File: config.mk
export PLATFORM = sky130hd
export DESIGN_NAME = viterbi_frame_scheduler
export DESIGN_NICKNAME = d
export VERILOG_FILES = /design/src/rtl/viterbi_frame_scheduler.sv
export SDC_FILE = /design/constraint.sdc
export NUM_CORES = 1
export LEC_CHECK = 0
export ABC_AREA = 1
export CAP_MARGIN = 15
export CORE_ASPECT_RATIO = 1.1
export CORE_MARGIN = 2
export CORE_UTILIZATION = 45
export CTS_CLUSTER_DIAMETER = 40
export CTS_CLUSTER_SIZE = 12
export DETAILED_ROUTE_END_ITERATION = 7
export HOLD_SLACK_MARGIN = 0.05
export PLACE_DENSITY_LB_ADDON = 0.15
export SLEW_MARGIN = 20
export SYNTH_ARGS = -nofsm -noshare
export SYNTH_HDL_FRONTEND = slang
export SYNTH_SLANG_ARGS = --single-unit
File: constraint.sdc
create_clock -name clk_i -period 12.9 [get_ports clk_i]
set_input_delay 1.29 -clock clk_i [delete_from_list [all_inputs] [get_ports clk_i]]
set_output_delay 1.29 -clock clk_i [all_outputs]
set_load 0.01 [all_outputs]
File: src/rtl/viterbi_frame_scheduler.sv
// Multi-frame launcher for viterbi_core: queues frame descriptors, launches them one at a time,
// aborts a hung frame through the core's synchronous reset and enforces an inter-frame gap.
module viterbi_frame_scheduler #(
    parameter int SRC_ADDR_W     = 12,
    parameter int DST_ADDR_W     = 12,
    parameter int DEPTH          = 4,
    parameter int CNT_W          = 16,
    parameter int TIMEOUT_CYCLES = 65535,
    parameter int GAP_CYCLES     = 2,
    parameter int ABORT_CYCLES   = 2
) (
    input  logic                    clk_i,
    input  logic                    rst_an_i,
    input  logic                    enable_i,
    input  logic                    flush_i,
    input  logic                    clear_err_i,
    input  logic                    desc_valid_i,
    output logic                    desc_ready_o,
    input  logic [SRC_ADDR_W-1:0]   desc_src_addr_i,
    input  logic [DST_ADDR_W-1:0]   desc_dst_addr_i,
    input  logic [10:0]             desc_infobit_len_i,
    input  logic [11:0]             desc_decoding_len_i,
    input  logic                    desc_tail_biting_i,
    input  logic [1:0]              desc_register_num_i,
    input  logic [2:0]              desc_valid_polys_i,
    output logic                    frame_start_o,
    output logic [SRC_ADDR_W-1:0]   src_start_addr_o,
    output logic [DST_ADDR_W-1:0]   dst_start_addr_o,
    output logic [10:0]             infobit_length_o,
    output logic [11:0]             decoding_length_o,
    output logic                    tail_biting_en_o,
    output logic [1:0]              register_num_o,
    output logic [2:0]              valid_polynomials_o,
    output logic                    core_rst_sync_o,
    input  logic                    frame_done_i,
    input  logic                    busy_i,
    output logic [$clog2(DEPTH):0]  fifo_level_o,
    output logic [CNT_W-1:0]        frames_done_o,
    output logic [CNT_W-1:0]        frames_aborted_o,
    output logic                    timeout_err_o,
    output logic                    desc_err_o,
    output logic                    idle_o
);
    localparam int AW     = $clog2(DEPTH);
    localparam int PTR_W  = AW + 1;
    localparam int DESC_W = SRC_ADDR_W + DST_ADDR_W + 29;
    localparam int WD_W   = $clog2(TIMEOUT_CYCLES + 1);
    localparam int HOLD_N = (ABORT_CYCLES > GAP_CYCLES) ? ABORT_CYCLES : GAP_CYCLES;
    localparam int HOLD_W = $clog2(HOLD_N + 1);

    localparam logic [WD_W-1:0]   WD_LIMIT   = WD_W'(TIMEOUT_CYCLES);
    localparam logic [HOLD_W-1:0] ABORT_LAST = HOLD_W'(ABORT_CYCLES - 1);
    localparam logic [HOLD_W-1:0] GAP_LAST   = HOLD_W'(GAP_CYCLES - 1);
    localparam logic [PTR_W-1:0]  DEPTH_LVL  = PTR_W'(DEPTH);

    localparam logic [2:0] ST_IDLE   = 3'd0;
    localparam logic [2:0] ST_LAUNCH = 3'd1;
    localparam logic [2:0] ST_RUN    = 3'd2;
    localparam logic [2:0] ST_ABORT  = 3'd3;
    localparam logic [2:0] ST_GAP    = 3'd4;

    logic [2:0]        state_q, state_d;
    logic [PTR_W-1:0]  wr_ptr_q, wr_ptr_d, rd_ptr_q, rd_ptr_d, level_d, level_q;
    logic [DESC_W-1:0] mem_q [DEPTH];
    logic [DESC_W-1:0] wr_word_s, rd_word_s;
    logic [WD_W-1:0]   wd_q, wd_d;
    logic [HOLD_W-1:0] hold_q, hold_d;
    logic              empty_s, illegal_s, accept_s, push_s, pop_s, done_s, abort_s;
    logic              terr_d, derr_d;
    logic              ready_q, start_q, core_rst_q, idle_q, terr_q, derr_q;
    logic [CNT_W-1:0]  done_cnt_q, abort_cnt_q;
    logic [SRC_ADDR_W-1:0] src_q;
    logic [DST_ADDR_W-1:0] dst_q;
    logic [10:0]       info_q;
    logic [11:0]       dec_q;
    logic              tb_q;
    logic [1:0]        rn_q;
    logic [2:0]        vp_q;
    logic              busy_unused_s;

    // busy_i is purely informational; the watchdog runs regardless of it.
    assign busy_unused_s = busy_i;

    assign empty_s   = (wr_ptr_q == rd_ptr_q);
    assign illegal_s = (desc_infobit_len_i == 11'd0) ||
                       ({1'b0, desc_infobit_len_i} > desc_decoding_len_i);
    assign accept_s  = desc_valid_i & ready_q;
    assign push_s    = accept_s & ~illegal_s & ~flush_i;
    assign wr_word_s = {desc_src_addr_i, desc_dst_addr_i, desc_infobit_len_i, desc_decoding_len_i,
                        desc_tail_biting_i, desc_register_num_i, desc_valid_polys_i};
    assign rd_word_s = mem_q[rd_ptr_q[AW-1:0]];

    // Next-state, watchdog and hold-counter logic.
    always_comb begin
        state_d = state_q;
        wd_d    = wd_q;
        hold_d  = hold_q;
        pop_s   = 1'b0;
        done_s  = 1'b0;
        abort_s = 1'b0;
        case (state_q)
            ST_IDLE: begin
                if (enable_i && !empty_s && !flush_i) begin
                    pop_s   = 1'b1;
                    state_d = ST_LAUNCH;
                end else begin
                    state_d = ST_IDLE;
                end
            end
            ST_LAUNCH: begin
                wd_d    = WD_W'(1);
                state_d = ST_RUN;
            end
            ST_RUN: begin
                // Completion on the final watchdog cycle takes precedence over the abort.
                if (frame_done_i) begin
                    done_s  = 1'b1;
                    hold_d  = {HOLD_W{1'b0}};
                    state_d = ST_GAP;
                end else if (wd_q == WD_LIMIT) begin
                    abort_s = 1'b1;
                    hold_d  = {HOLD_W{1'b0}};
                    state_d = ST_ABORT;
                end else begin
                    wd_d = wd_q + WD_W'(1);
                end
            end
            ST_ABORT: begin
                if (hold_q == ABORT_LAST) begin
                    hold_d  = {HOLD_W{1'b0}};
                    state_d = ST_GAP;
                end else begin
                    hold_d = hold_q + HOLD_W'(1);
                end
            end
            ST_GAP: begin
                if (hold_q == GAP_LAST) begin
                    state_d = ST_IDLE;
                end else begin
                    hold_d = hold_q + HOLD_W'(1);
                end
            end
            default: begin
                state_d = ST_IDLE;
            end
        endcase
    end

    // FIFO pointer update; flush discards everything including a same-cycle push.
    always_comb begin
        if (flush_i) begin
            wr_ptr_d = {PTR_W{1'b0}};
            rd_ptr_d = {PTR_W{1'b0}};
        end else begin
            wr_ptr_d = push_s ? (wr_ptr_q + PTR_W'(1)) : wr_ptr_q;
            rd_ptr_d = pop_s  ? (rd_ptr_q + PTR_W'(1)) : rd_ptr_q;
        end
        level_d = wr_ptr_d - rd_ptr_d;
    end

    // Sticky error flags; a set in the same cycle beats the clear.
    always_comb begin
        if (abort_s) begin
            terr_d = 1'b1;
        end else if (clear_err_i) begin
            terr_d = 1'b0;
        end else begin
            terr_d = terr_q;
        end
        if (accept_s && illegal_s) begin
            derr_d = 1'b1;
        end else if (clear_err_i) begin
            derr_d = 1'b0;
        end else begin
            derr_d = derr_q;
        end
    end

    // Control state, counters and registered outputs.
    always_ff @(posedge clk_i) begin
        if (!rst_an_i) begin
            state_q     <= ST_IDLE;
            wr_ptr_q    <= {PTR_W{1'b0}};
            rd_ptr_q    <= {PTR_W{1'b0}};
            level_q     <= {PTR_W{1'b0}};
            wd_q        <= {WD_W{1'b0}};
            hold_q      <= {HOLD_W{1'b0}};
            ready_q     <= 1'b0;
            start_q     <= 1'b0;
            core_rst_q  <= 1'b0;
            idle_q      <= 1'b0;
            terr_q      <= 1'b0;
            derr_q      <= 1'b0;
            done_cnt_q  <= {CNT_W{1'b0}};
            abort_cnt_q <= {CNT_W{1'b0}};
            src_q       <= {SRC_ADDR_W{1'b0}};
            dst_q       <= {DST_ADDR_W{1'b0}};
            info_q      <= 11'd0;
            dec_q       <= 12'd0;
            tb_q        <= 1'b0;
            rn_q        <= 2'd0;
            vp_q        <= 3'd0;
        end else begin
            state_q    <= state_d;
            wr_ptr_q   <= wr_ptr_d;
            rd_ptr_q   <= rd_ptr_d;
            level_q    <= level_d;
            wd_q       <= wd_d;
            hold_q     <= hold_d;
            ready_q    <= (level_d != DEPTH_LVL);
            start_q    <= (state_d == ST_LAUNCH);
            core_rst_q <= (state_d == ST_ABORT);
            idle_q     <= (state_d == ST_IDLE) && (level_d == {PTR_W{1'b0}});
            terr_q     <= terr_d;
            derr_q     <= derr_d;
            if (done_s) begin
                done_cnt_q <= done_cnt_q + CNT_W'(1);
            end
            if (abort_s) begin
                abort_cnt_q <= abort_cnt_q + CNT_W'(1);
            end
            if (pop_s) begin
                {src_q, dst_q, info_q, dec_q, tb_q, rn_q, vp_q} <= rd_word_s;
            end
        end
    end

    // Descriptor storage; contents are don't-care until written.
    always_ff @(posedge clk_i) begin
        if (push_s) begin
            mem_q[wr_ptr_q[AW-1:0]] <= wr_word_s;
        end
    end

    assign desc_ready_o        = ready_q;
    assign fifo_level_o        = level_q;
    assign frame_start_o       = start_q;
    assign core_rst_sync_o     = core_rst_q;
    assign idle_o              = idle_q;
    assign timeout_err_o       = terr_q;
    assign desc_err_o          = derr_q;
    assign frames_done_o       = done_cnt_q;
    assign frames_aborted_o    = abort_cnt_q;
    assign src_start_addr_o    = src_q;
    assign dst_start_addr_o    = dst_q;
    assign infobit_length_o    = info_q;
    assign decoding_length_o   = dec_q;
    assign tail_biting_en_o    = tb_q;
    assign register_num_o      = rn_q;
    assign valid_polynomials_o = vp_q;

endmodule
==> results of run 1 <==
==> routing by layer <==
layer  wire length (um)  GRT usage, %  part of all wire, %
met2              14800          33.9                   49
met5                 13             0                0.043
met4                706          5.84                  2.3
met3               1430          3.78                  4.8
met1              13100          24.3                   44
==> layout by cell type (no fill, tap or decap), types with 10 or more instances in the layout <==
cell type	instances
edfxtp_1	212
nor3_1	16
a31oi_1	53
clkbuf_16	46
a21oi_1	44
nand3_1	22
inv_1	90
nand4_1	16
o21ai_0	183
clkbuf_1	13
nor2_1	280
buf_4	10
ha_1	22
clkdlybuf4s50_1	152
dfxtp_1	119
nand2_1	99
==> power by group through the flow <==
stage | clock network [mW] | registers [mW] | logic [mW]
after floorplan | 0 | 1.18 | 0.0482
after global placement | 0 | 1.18 | 0.110
after detailed placement | 0 | 1.18 | 0.112
after CTS | 1.18 | 1.16 | 0.113
after global routing | 1.23 | 1.16 | 0.125
final | 1.16 | 1.16 | 0.111
==> how the worst max path moves through the flow <==
stage	startpoint	end	slack, ns	cells past startpoint
5_1_grt	desc_decoding_len_i[10]	mem_q[2][11]	8.10	12
4_1_cts	desc_decoding_len_i[9]	mem_q[2][4]	8.35	12
6_report	desc_decoding_len_i[9]	mem_q[2][11]	8.40	12
3_3_place_gp	desc_decoding_len_i[10]	mem_q[2][46]	7.85	12
2_1_floorplan	desc_decoding_len_i[7]	mem_q[0][0]	7.81	12
3_5_place_dp	desc_decoding_len_i[10]	mem_q[2][46]	7.84	12
==> logic make-up (layout without fill, tap and decap cells) <==
logic type               count (synthesis)  in the layout  share of synthesized area, %
AO/OA/AOI/OAI                          295            295                          11.9
AND/OR/NAND/NOR                        463            463                          14.6
XOR/XNOR                                11             11                         0.725
adder cells (fa/ha/maj)                 23             23                          2.22
flip-flops                             333            333                          66.1
buffers and inverters                  155            340                          4.40
==> per-stage QoR <==
| step | hold WS [ns] | std cells | area (um2) |
|---|---|---|---|
| 2_1_floorplan | 0.436 | 1280 | 13300 |
| 3_3_place_gp | 0.454 | 1761 | 15200 |
| 3_5_place_dp | 0.460 | 1761 | 15200 |
| 4_1_cts | 0.467 | 1839 | 16600 |
| 5_1_grt | 0.496 | 1839 | 16600 |
| 6_report | 0.461 | 1839 | 16600 |
==> state kept, by name, indices dropped and copies added, names as in the netlist, 11 cells and up <==
signal             flops
mem_q                212
src_start_addr_o      12
decoding_length_o     12
frames_done_o         16
wd_q                  16
infobit_length_o      11
frames_aborted_o      16
dst_start_addr_o      12
==> layout make-up <==
cell class	instances	area (um2)	area share [%]
flip-flops and latches	333	8790	52.9
multi-input cells	792	3950	23.8
repair buffers	164	1610	9.71
clock buffers	66	1300	7.80
well taps	374	468	2.82
inverters	98	369	2.22
clock inverters	12	128	0.768
==> worst max-delay path: stages <==
cell	delay, ns
clkdlybuf4s50_1	0.55
inv_1	0.08
ha_1	0.30
nand4_1	0.16
nor2_1	0.21
nand4_1	0.13
a21oi_1	0.24
inv_1	0.08
nor2_1	0.14
nand2_1	0.20
nor2_4	0.65
buf_4	0.59
==> results by group, run 1 <==
STA
  – Final Slew Violations: 0
  – Slew @ Worst Pin: between 1 and 1.5 ns
  – Max Freq: 222 MHz
  – Setup-failing EPs final: 0
  – RSZ-0062 raised after global routing: false
  – Relative slew margins: a little under a third
  – Final Hold Viols: 0
  – Crit share post-route: 34.9%
  – Final TNS setup: 0 ns
  – Tmin final: between 4 and 5 ns
  – Setup WS post-layout: approximately 8.4 ns
  – Layout Skew: roughly 0.020 ns

Clocking
  – Clock buffer depth: 3
  – Latest clock arrival within the worst-skew pair: approximately 0.53 ns
  – CTS sink cnt: roughly 330
  – Hold-fix buffer count after cts: 0
  – Postcts setup bufs: 0
  – Post-CTS sizing: 0
  – CTS tree: done
  – H-tree Lvls: 2
  – TritonCTS Buffers: 43
  – CTS root buf: clkbuf_16
  – Clk slew on worst S/H paths: ~0.050 ns

Route
  – Post-Route WL: around 30000 um
  – Remaining DRCs: 0
  – Initial DRC Count: 643
  – DR WL/cell: approximately 16 um
  – Via count: roughly 9400
  – Antenna viol nets, final: 0
  – 1st-pass router iterations: 4
  – Routed vias/inst: ~5.1

Final layout
  – Layout cell share with drive strength beyond 1: 7.24%
  – # diodes: 0
  – Fill count: around 2500
  – Final Net Count: ~1500
  – Final Core Density: between 50% and 60%
  – P&R area growth vs syn: 25.0%

Worst setup path
  – R2R Setup Slk: 9.37 ns
  – Crit Path Category: in -> reg
  – Worst R2R Start: rd_ptr_q[1]
  – Crit path max fanout: 32
  – Worst setup EP type: register
  – FF-to-FF End: desc_ready_o
  – Crit path DAT: roughly 4.7 ns
  – CP Launch Type: input pin
  – Req. time, crit path: 13.05 ns
  – Path depth of the worst reg2reg path: 16

Outcome
  – Status: finished clean

Global routing
  – Vias in the first global route: 8962
  – Pin count of the biggest net entering global routing: approximately 110
  – Overall routing resource usage: between 10% and 20%
  – First-pass GRT wire length: 47300 um
  – Total grt overflow: 0
  – Initial antenna violation count: 1

Floorplan
  – Die Wd: around 170 um
  – Die area: a little over 0.03 mm2
  – Io pins: roughly 160
  – Starting Density: 45.3%
  – Core area: approximately 0.03 mm2
  – Std cell rows: 66
  – Die height: 184 um

Pwr
  – Internal: 1.93 mW
  – Flop pwr share: around 48%
  – Pwr Total: roughly 2.4 mW
  – Clk pwr share: between 40% and 50%
  – Comb pwr share: under 10%
  – Switch share: about a fifth
  – Lkg Pwr: about 5.9 nW
  – Psw: 501 uW
  – Power Dens Cells: roughly 150 mW/mm2
  – Max rail drop VDD: approximately 110 uV

Synth
  – Post-Syn Nets: ~1400
  – Most numerous cell in the Yosys netlist: nor2_1
  – Primary FF master, synth: edfxtp_1
  – Synth top cells by count: nor2_1, edfxtp_1, o21ai_0
  – Synthesized instance count: between 1000 and 1500
  – Number of synthesized register bits: 333
  – Post-Synthesis Cell Area: between 0.01 and 0.015 mm2
  – Synth top area cells: edfxtp_1, dfxtp_1, nor2_1
  – Number of synthesized flops with an enable pin: between 200 and 250
  – Synth top area share: ~48%
  – Register area share after synthesis: ~66%
  – Syn Area/Cell: 10.4 um2
  – Yosys warning count: 0
  – Async SR Flop Fraction: 0%
  – Post-synth top area cell: edfxtp_1
  – Count of different cell masters after synthesis: 37

Place
  – GPL Wtd Cong: 0.806
  – Port Buffer Count: about 150
  – Hpwl dp: ~17000 um
  – Place WS: about 7.8 ns

Flow run
  – Maximum Capacitance Violations: 0

Worst hold path
  – Hold Path Stages: 2
  – Hold Path Class: reg -> reg
  – Hold Path Origin: timeout_err_o
  – Worst Hold Path EP: timeout_err_o
No activity file was read; power rests on OpenSTA's default activity.
==> run 2, diff against run 1 <==
clock period = 4.3 ns   (was 12.9 ns; I/O delays follow)
==> run 2 against run 1 <==
  * Clock-buffer cell count down 13
  * Worst hold slack better by 0.0038 ns
  * Sequential share of layout area down 0.65 points
  * Utilization up 0.70 points
  * Global-route usage up 0.81 points
  * Final area up 1.2%
  * Worst setup slack worse by 7.5 ns
  * Die area unchanged
  * Non-clock buffer count up 8
  * Routed wire length up 2.8%
  * Clock skew down 0.0088 ns
  * Critical path type unchanged
==> results by group, run 2 (synthesized netlist as in run 1, its figures left out) <==
Worst hold path
  – Hold Path Class: reg -> reg (unchanged)
  – Hold Path Origin: desc_err_o (was timeout_err_o)
  – Worst Hold Path EP: desc_err_o (was timeout_err_o)
  – Hold Path Stages: 2 (unchanged)

Route
  – Antenna viol nets, final: 0 (unchanged)
  – Post-Route WL: 30900 um (was 30100 um)
  – Remaining DRCs: 0 (unchanged)
  – Routed vias/inst: 5.17 (was 5.12)
  – DR WL/cell: 16.7 um (was 16.3 um)
  – Via count: 9539 (was 9417)
  – Initial DRC Count: 560 (was 643)
  – 1st-pass router iterations: 5 (was 4)

STA
  – Max Freq: between 200 and 300 MHz
  – Setup-failing EPs final: 0 (unchanged)
  – Crit share post-route: between 70% and 80%
  – Final Slew Violations: 0 (unchanged)
  – Final Hold Viols: 0 (unchanged)
  – Final worst hold slack: 0.465 ns (was 0.461 ns)
  – RSZ-0062 raised after global routing: false (unchanged)
  – Slew @ Worst Pin: 1.04 ns (was 1.02 ns)
  – Tmin final: roughly 3.4 ns
  – Layout Skew: 0.0110 ns (was 0.0198 ns)
  – Relative slew margins: 30.6% (was 31.7%)
  – Final TNS setup: 0 ns (unchanged)

Worst setup path
  – Req. time, crit path: 4.75 ns (was 13.05 ns)
  – CP peak stage delay: 0.54 ns (was 0.65 ns)
  – Worst setup EP type: register (unchanged)
  – Crit Path Category: in -> reg (unchanged)
  – Buffers plus inverters on the worst setup path: 5 (was 4)
  – CP delay by family, top: simple AND/OR/NAND/NOR gates (unchanged)
  – Crit path max fanout: 5 (was 32)
  – FF-to-FF End: desc_ready_o (unchanged)
  – Crit path cell chain: clkdlybuf4s50_1 > inv_1 > ha_1 > nand2_1 > inv_1 > nand2_1 > nor2_1 > nand4_1 > a21oi_1 > inv_1 > nor2_1 > inv_1 > a21oi_1 > o21ai_0 > ha_1 > fa_1 > nand3b_1 > nand2_1 > nand4_1 > nand2_1 > nand2_1 > nand2_1 (was clkdlybuf4s50_1 > inv_1 > ha_1 > nand4_1 > nor2_1 > nand4_1 > a21oi_1 > inv_1 > nor2_1 > nand2_1 > nor2_4 > buf_4)
  – R2R Setup Slk: 1.32 ns (was 9.37 ns)
  – Slowest CP cell: clkdlybuf4s50_1 (was nor2_4)
  – Worst path most repeated cell: nand2_1
  – Crit path DAT: 3.89 ns (was 4.65 ns)
  – Path depth of the worst reg2reg path: 12 (was 16)
  – Worst R2R Start: rd_ptr_q[0] (was rd_ptr_q[1])
  – CP Launch Type: input pin (unchanged)

Floorplan
  – Die Wd: 168 um (unchanged)
  – Core area: 0.0293 mm2 (unchanged)
  – Die height: 184 um (unchanged)
  – Die area: 0.0309 mm2 (unchanged)
  – Io pins: 155 (unchanged)
  – Std cell rows: 66 (unchanged)
  – Starting Density: 45.3% (unchanged)

Flow run
  – Maximum Capacitance Violations: 0 (unchanged)

Clocking
  – Post-CTS sizing: 0 (unchanged)
  – Hold-fix buffer count after cts: 0 (unchanged)
  – TritonCTS Buffers: 42 (was 43)
  – CTS tree: done (unchanged)
  – H-tree Lvls: 2 (unchanged)
  – Postcts setup bufs: 0 (unchanged)
  – Clk slew on worst S/H paths: 0.06 ns (was 0.05 ns)
  – Clock buffer depth: 3 (unchanged)
  – CTS sink cnt: 333 (unchanged)
  – CTS root buf: clkbuf_16 (unchanged)
  – Latest clock arrival within the worst-skew pair: 0.52 ns (was 0.53 ns)

Final layout
  – P&R area growth vs syn: 26.6% (was 25.0%)
  – Layout cell share with drive strength beyond 1: 7.88% (was 7.24%)
  – Largest register FFs: 212 (unchanged)
  – Final Net Count: 1523 (was 1516)
  – Fill count: 2474 (was 2508)
  – Most common cell after layout, fill and taps aside: nor2_1 (unchanged)
  – # diodes: 0 (unchanged)
  – Most frequent cells in the layout: nor2_1, edfxtp_1, o21ai_0, clkdlybuf4s50_1, dfxtp_1 (unchanged)

Global routing
  – Met3 capacity usage during global routing: 3.35% (was 3.78%)
  – Overall routing resource usage: 20.1% (was 19.3%)
  – Initial antenna violation count: 0 (was 1)
  – Total grt overflow: 0 (unchanged)
  – Met1 usage: 25.1% (was 24.3%)
  – GRT met2 Usage: 36.2% (was 33.9%)
  – Grt peak-use layer: met2 (unchanged)
  – First-pass GRT wire length: 48800 um (was 47300 um)
  – Pin count of the biggest net entering global routing: 107 (was 109)
  – Vias in the first global route: 9274 (was 8962)

Pwr
  – Power Dens Cells: 441 mW/mm2 (was 146 mW/mm2)
  – Lkg Pwr: 6.03 nW (was 5.95 nW)
  – Max rail drop VDD: 294 uV (was 111 uV)

Place
  – Hpwl dp: 18500 um (was 16800 um)
  – Port Buffer Count: 153 (unchanged)
  – GPL Wtd Cong: 0.813 (was 0.806)

Outcome
  – Status: finished clean (unchanged)
## run 2: cell types whose count changed in the layout (fill, tap and decap cells not counted)
| cell | before | now |
|---|---|---|
| clkbuf_1 | 13 | 8 |
| clkbuf_16 | 46 | 43 |
| inv_6 | 0 | 4 |
| clkinv_1 | 1 | 3 |
| clkinv_2 | 5 | 6 |
| bufinv_16 | 2 | 7 |
| clkinv_4 | 3 | 4 |
| clkbuf_8 | 7 | 2 |
| buf_6 | 1 | 0 |
| buf_12 | 0 | 9 |
| inv_4 | 1 | 0 |
## run 2: layout make-up
type / count / area, um2 / area share (%)
inverter: 98 / 369 / 2.19
clock inverter: 24 / 328 / 1.95
clock buffer: 53 / 1130 / 6.74
timing repair buffer: 172 / 1780 / 10.6
multi-input combinational: 792 / 3950 / 23.5
sequential: 333 / 8790 / 52.3
tap: 374 / 468 / 2.78
## run 2: layer usage
layer	share of wire (%)	up-vias
met5	0	-
met3	4.8	51
met1	43	4497
li1	-	4762
met2	49	229
met4	2.2	0
## run 2: where the power goes
part | total (mW) | switching [mW] | internal, mW
logic | 0.342 | 0.193 | 0.149
clock network | 3.61 | 1.30 | 2.30
registers | 3.48 | 0.0231 | 3.45
## run 2: worst max path at each step
stage | from | to | slack (ns) | cells after the start
after floorplan | desc_decoding_len_i[7] | mem_q[0][0] | 0.07 | 12
after global placement | desc_decoding_len_i[5] | desc_ready_o | 0.41 | 22
after detailed placement | desc_decoding_len_i[5] | desc_ready_o | 0.34 | 22
after CTS | desc_decoding_len_i[5] | desc_ready_o | 0.86 | 22
after global routing | desc_infobit_len_i[10] | desc_ready_o | 0.49 | 20
final | desc_decoding_len_i[5] | desc_ready_o | 0.86 | 22
## run 2: worst reg2reg max path, delay by kind of cell (launching register included)
| family | cells | cell delay [ns] |
|---|---|---|
| adder cells (fa/ha/maj) | 2 | 0.60 |
| AND/OR/NAND/NOR | 8 | 0.87 |
| buffers and inverters | 2 | 0.93 |
| flip-flops | 1 | 0.52 |
## run 2: stage by stage
step | cell area [um2] | setup slack [ns] | utilization (%) | instances | power [mW]
2_1_floorplan | 13300 | 0.0719 | - | 1280 | 3.70
3_3_place_gp | 15400 | 0.411 | 52.4 | 1769 | 3.88
3_5_place_dp | 15400 | 0.342 | 52.4 | 1769 | 3.89
4_1_cts | 16800 | 0.859 | 57.4 | 1846 | 7.49
5_1_grt | 16800 | 0.491 | 57.4 | 1846 | 7.70
6_report | 16800 | 0.863 | 57.4 | 1846 | 7.43
